### config.mk
export PLATFORM = sky130hd
export DESIGN_NAME = sat_counter
export DESIGN_NICKNAME = d
export VERILOG_FILES = /design/src/rtl/rcc_pkg.sv /design/src/rtl/sat_counter.sv
export SDC_FILE = /design/constraint.sdc
export NUM_CORES = 1
export LEC_CHECK = 0
export ABC_AREA = 1
export ABC_CLOCK_PERIOD_IN_PS = 1100
export BUFFER_PORTS_ARGS = -buffer_cell sky130_fd_sc_hd__buf_2
export CELL_PAD_IN_SITES_DETAIL_PLACEMENT = 0
export CELL_PAD_IN_SITES_GLOBAL_PLACEMENT = 1
export CORE_AREA = 3 3 45 47
export DETAILED_ROUTE_END_ITERATION = 12
export DIE_AREA = 0 0 48 50
export PLACE_DENSITY = 0.67
export SYNTH_ARGS = -nofsm -noshare
export SYNTH_HDL_FRONTEND = slang
export SYNTH_SLANG_ARGS = --single-unit
### constraint.sdc
create_clock -name clk -period 1.1 [get_ports clk]
set_input_delay 0.33 -clock clk [delete_from_list [all_inputs] [get_ports clk]]
set_output_delay 0.33 -clock clk [all_outputs]
set_load 0.1 [all_outputs]
### src/rtl/rcc_pkg.sv
// Shared definitions for the ripple carry counter and its checker.
package rcc_pkg;

  // Width of the observed ripple carry counter.
  localparam int COUNT_W = 4;

  // Checker FSM states.
  typedef enum logic [2:0] {
    IDLE      = 3'd0,
    RST_GRACE = 3'd1,
    RST_HOLD  = 3'd2,
    ANCHOR    = 3'd3,
    TRACK     = 3'd4
  } state_t;

endpackage

### src/rtl/sat_counter.sv
// Saturating event counter: counts inc pulses and sticks at all-ones.
module sat_counter
  import rcc_pkg::*;
#(
  parameter int W = 8
) (
  input  logic         clk,
  input  logic         reset,
  input  logic         inc,
  output logic [W-1:0] value
);

  localparam logic [W-1:0] MAX_VAL = '1;

  logic [W-1:0] value_reg;

  // Count up on inc, holding at the maximum value instead of wrapping.
  always_ff @(posedge clk) begin
    if (reset) begin
      value_reg <= '0;
    end else if (inc && (value_reg != MAX_VAL)) begin
      value_reg <= value_reg + W'(1);
    end
  end

  assign value = value_reg;

endmodule

# Yosys cells after proc, flatten, opt, wreduce, memory -nomap -nowiden
# Index checks and enable logic that the tools add are counted.
# W data, S select, Z words.
[word_totals]
reg_bits = 8
in_bits = 3
out_inout_bits = 8
word_cells = 4
[classes]
addsub = 1
eq_ne = 1
n_reduce_logical = 1
[ops]
columns = ["operator", "count"]
rows = [
  ["$add A8 B1 Y8 const B", 1],
  ["$ne A8 B8 Y1 const B", 1],
  ["$logic_and A1 B1 Y1", 1],
]

# Logic depth before layout (Yosys ltp)
[depth]
ltp_word = 2
mapped_depth = 8
ltp_nobuf = 7

# Worst setup path before layout
# Ideal clock, no wire load.
[synth_path]
path_type = "flip-flop to flip-flop"
start = "register value_reg[0], in the netlist value[0]"
end = "register value_reg[3], in the netlist value[3]"
setup_time_ns = 0.120
t_arrival_ns = 1.869
required_time_ns = 0.980
setup_slack_ns = -0.889
stages_incl_launch_ff = 8
path_buffers = 1
synth_period_minus_slack_ns = 1.989
cell_sequence = "dfxtp_1 -> ha_1 -> nand3_2 -> inv_2 -> nand2_2 -> buf_6 -> a21oi_1 -> nor2_1"
[synth_between]
elab_chain_cells = 2
word_cells_on_any_way = 3
cone_classes = "1 x add/sub; 1 x eq/ne; 1 x reduce/logical"
[synth_lines]
columns = ["element", "line", "text"]
rows = [
  ["from (decl)", "sat_counter.sv:15", "logic [W-1:0] value_reg;"],
  ["from (signal assigned)", "sat_counter.sv:22", "value_reg <= value_reg + W'(1);"],
  ["parallel branches: the longest is 2 deep, another holds $add A8 B1 Y8", "--", ""],
]
# Parallel ways; which one is timed is not known.
# A chain may end at the register's enable or synchronous reset.

# Final worst setup path
[layout_path]
start = "register value_reg[1], in the netlist value[1]"
end = "output port value[1]"
[layout_lines]
columns = ["element", "line", "text"]
rows = [
  ["to (decl)", "sat_counter.sv:10", "output logic [W-1:0] value"],
]
# No word-level cell between the ends.

==> results by group <==
Route
  • Residual DRC: 0
  • Wirelength, routed: 1.43 mm
  • DR pass1 iterations: 4
  • DR vias: 578
  • Via/cell ratio: 4.78
  • Initial DRC Count: 3
  • WL/cell: around 12 um
  • Post-route ant nets: 0

STA
  • Period utilization: 113%
  • Fin crit period: 1.24 ns
  • Max-slew headroom: 81.7%
  • Final Skew: 0.00654 ns
  • Slew Limit Fails: 0
  • Fmax: 808 MHz
  • Final WS setup: -0.138 ns
  • Hold_ws: between 0.3 and 0.4 ns
  • Final hold violation count: 0
  • Slew @ Worst Pin: about 0.27 ns
  • RSZ-0062 raised after global routing: yes
  • # setup viols final: 10

Cells and area
  • Share of cells above drive strength 1: 55.8%
  • Max FFs per register: 8
  • Area growth syn-to-layout: 94.3%
  • Number of fill cells: 154
  • Antenna Diode Count: 0
  • Final nets: 110

Logic synthesis
  • Synth Warn #: 0
  • Sequential area share after synthesis: between 30% and 40%
  • Cell variety after synth: 15
  • Top-count cell post-synth: nand2_1
  • Area leader, netlist: dfxtp_1
  • Synth cell count leaders: nand2_1, nor2_1, inv_1, dfxtp_1, nand3_1
  • Synth area leaders: dfxtp_1, nand2_1, nor2_1
  • Mapped Avg Cell Area: approximately 6.3 um^2
  • Cells after synthesis: 77
  • Yosys reg bits: 8
  • Mapped cell area: 484 um^2
  • Post-synth EDFFs: 0
  • Top_reg_cell synth: dfxtp_1
  • Yosys top cell area share: 33.1%
  • Ys async rst share: 0%
  • Synthesized Nets: 81

Place
  • Hpwl dp: 914 um
  • Placement Setup Slack: -0.0726 ns
  • Placer Congestion: approximately 0.77
  • Port Buf Inserts: 10

Job
  • Number of max-cap violations: 0

Pwr
  • Leak: 0.454 nW
  • Maximum VDD drop: 0.000513 V
  • Total chip power: ~700 uW
  • Pwr dens: 758 nW/um^2

Critical path
  • Worst EP required: 0.77 ns
  • CP max FO: 4
  • Slowest-stage cell, CP: dfxtp_4
  • CP endpoint kind: primary output
  • R2r worst-path depth: 8
  • Crit start category: register
  • RR Endpoint: value[7]
  • Crit path cell chain: buf_6, buf_12
  • Critical path data arrival time: 0.91 ns
  • CP peak stage delay: 0.36 ns
  • Reg2Reg Setup Slack: -0.06 ns
  • Worst flop-to-flop path startpoint: value[0]
  • Setup CP Type: reg -> out

Floorplanning
  • Die span in x: 48 um
  • Site row count: 15
  • Starting density of the core: approximately 29%
  • Core footprint: 1690 um^2
  • Die footprint: between 2000 and 2500 um^2
  • Chip height: 50 um
  • Io pins: 11

Clock tree
  • CTS Sinks: 8
  • Clock-pin transition on the worst setup and hold timing paths: 0.06 ns
  • CTS buffer count: 3
  • # H-tree levels: 1
  • CTS max path bufs: 2
  • CTS tree: built
  • Clock Latency Late Sink: between 0.2 and 0.3 ns
  • Clock Tree Root: clkbuf_4

Global routing
  • Initial antenna violation count: 0
  • Overall routing resource usage: 14.2%
  • First-pass GRT wire length: approximately 2.4 mm
  • Vias in the first global route: 557
  • GR Overflow Total: 0
  • Largest net degree at the start of global routing: 9

Min path
  • Hold depth: 4
  • Min-delay worst type: in -> reg
  • Min-Delay Endpoint: value[2]
  • Min-delay src: reset

Run status
  • Outcome: finished with violations
  • Failing checks: negative setup slack
## layout make-up
type | count | area, um^2 | share of cell area, %
clock buffer | 3 | 22.5 | 2.39
inverter | 11 | 43.8 | 4.65
multi-input combinational | 57 | 350 | 37.2
sequential | 8 | 190 | 20.2
tap | 17 | 21.3 | 2.26
timing repair buffer | 25 | 313 | 33.2
## kinds of logic (layout without fill, tap and decap cells)
group | Yosys count | after routing | share of synthesized area, %
flops | 8 | 8 | 33.1
simple gates | 48 | 49 | 44.7
compound gates | 7 | 7 | 7.23
buf+inv | 13 | 39 | 12.4
fa+ha+maj | 1 | 1 | 2.58
## how the worst max path moves through the flow
| stage | end | start | depth (start not counted) | slack, ns |
|---|---|---|---|---|
| 5_1_grt | value[1] | value[1] | 2 | -0.16 |
| 3_5_place_dp | value[2] | value[1] | 7 | -0.07 |
| 6_report | value[1] | value[1] | 2 | -0.14 |
| 3_3_place_gp | value[2] | value[1] | 7 | -0.04 |
| 4_1_cts | value[1] | value[1] | 2 | -0.14 |
| 2_1_floorplan | value[0] | value[0] | 7 | -0.23 |
## timing repair
action | CTS | global route
pin swaps | 0 | 14
endpoints found under the setup margin | 15 | 16
gates resized for setup | 9 | 13
setup buffers | 9 | 1
hold buffers | 0 | 0
gates cloned | 1 | 0
## worst max-delay path, delay by kind of cell, from the launching register on
| kind | cells | cell delay (ns) |
|---|---|---|
| DFF | 1 | 0.36 |
| buffers and inverters | 2 | 0.29 |
## placed cells by master, fill, tap and decap left out, drive strengths merged
cell type  count
inv           11
nand3b         1
buf           25
nand3          9
o21ai          1
clkbuf         3
nor2          17
a21oi          6
nand2         22
dfxtp          8
ha             1
## where the power goes
part | switching (mW) | leakage [nW] | internal, mW | total [mW]
clock | 0.117 | 0.0138 | 0.126 | 0.243
sequential | 0.00924 | 0.0710 | 0.283 | 0.292
combinational | 0.101 | 0.370 | 0.0770 | 0.178
## stage by stage
stage               util (%)  cells  setup TNS [ns]  instance area [um^2]
floorplan                  -     77           -1.46                   542
global placement        45.0    108          -0.138                   759
detailed placement      45.0    108          -0.302                   759
CTS                     52.3    120          -0.759                   883
global route            55.7    121           -1.25                   941
finish                  55.7    121          -0.703                   941
## metal layers
metal	vias to the layer above	track usage [%]	routed length, um
li1	295	-	-
met4	0	6.73	29
met5	-	0	0
met3	5	3.28	38
met1	265	18.5	673
met2	13	21.1	690
Note: power is estimated with default switching activity, not from simulation.
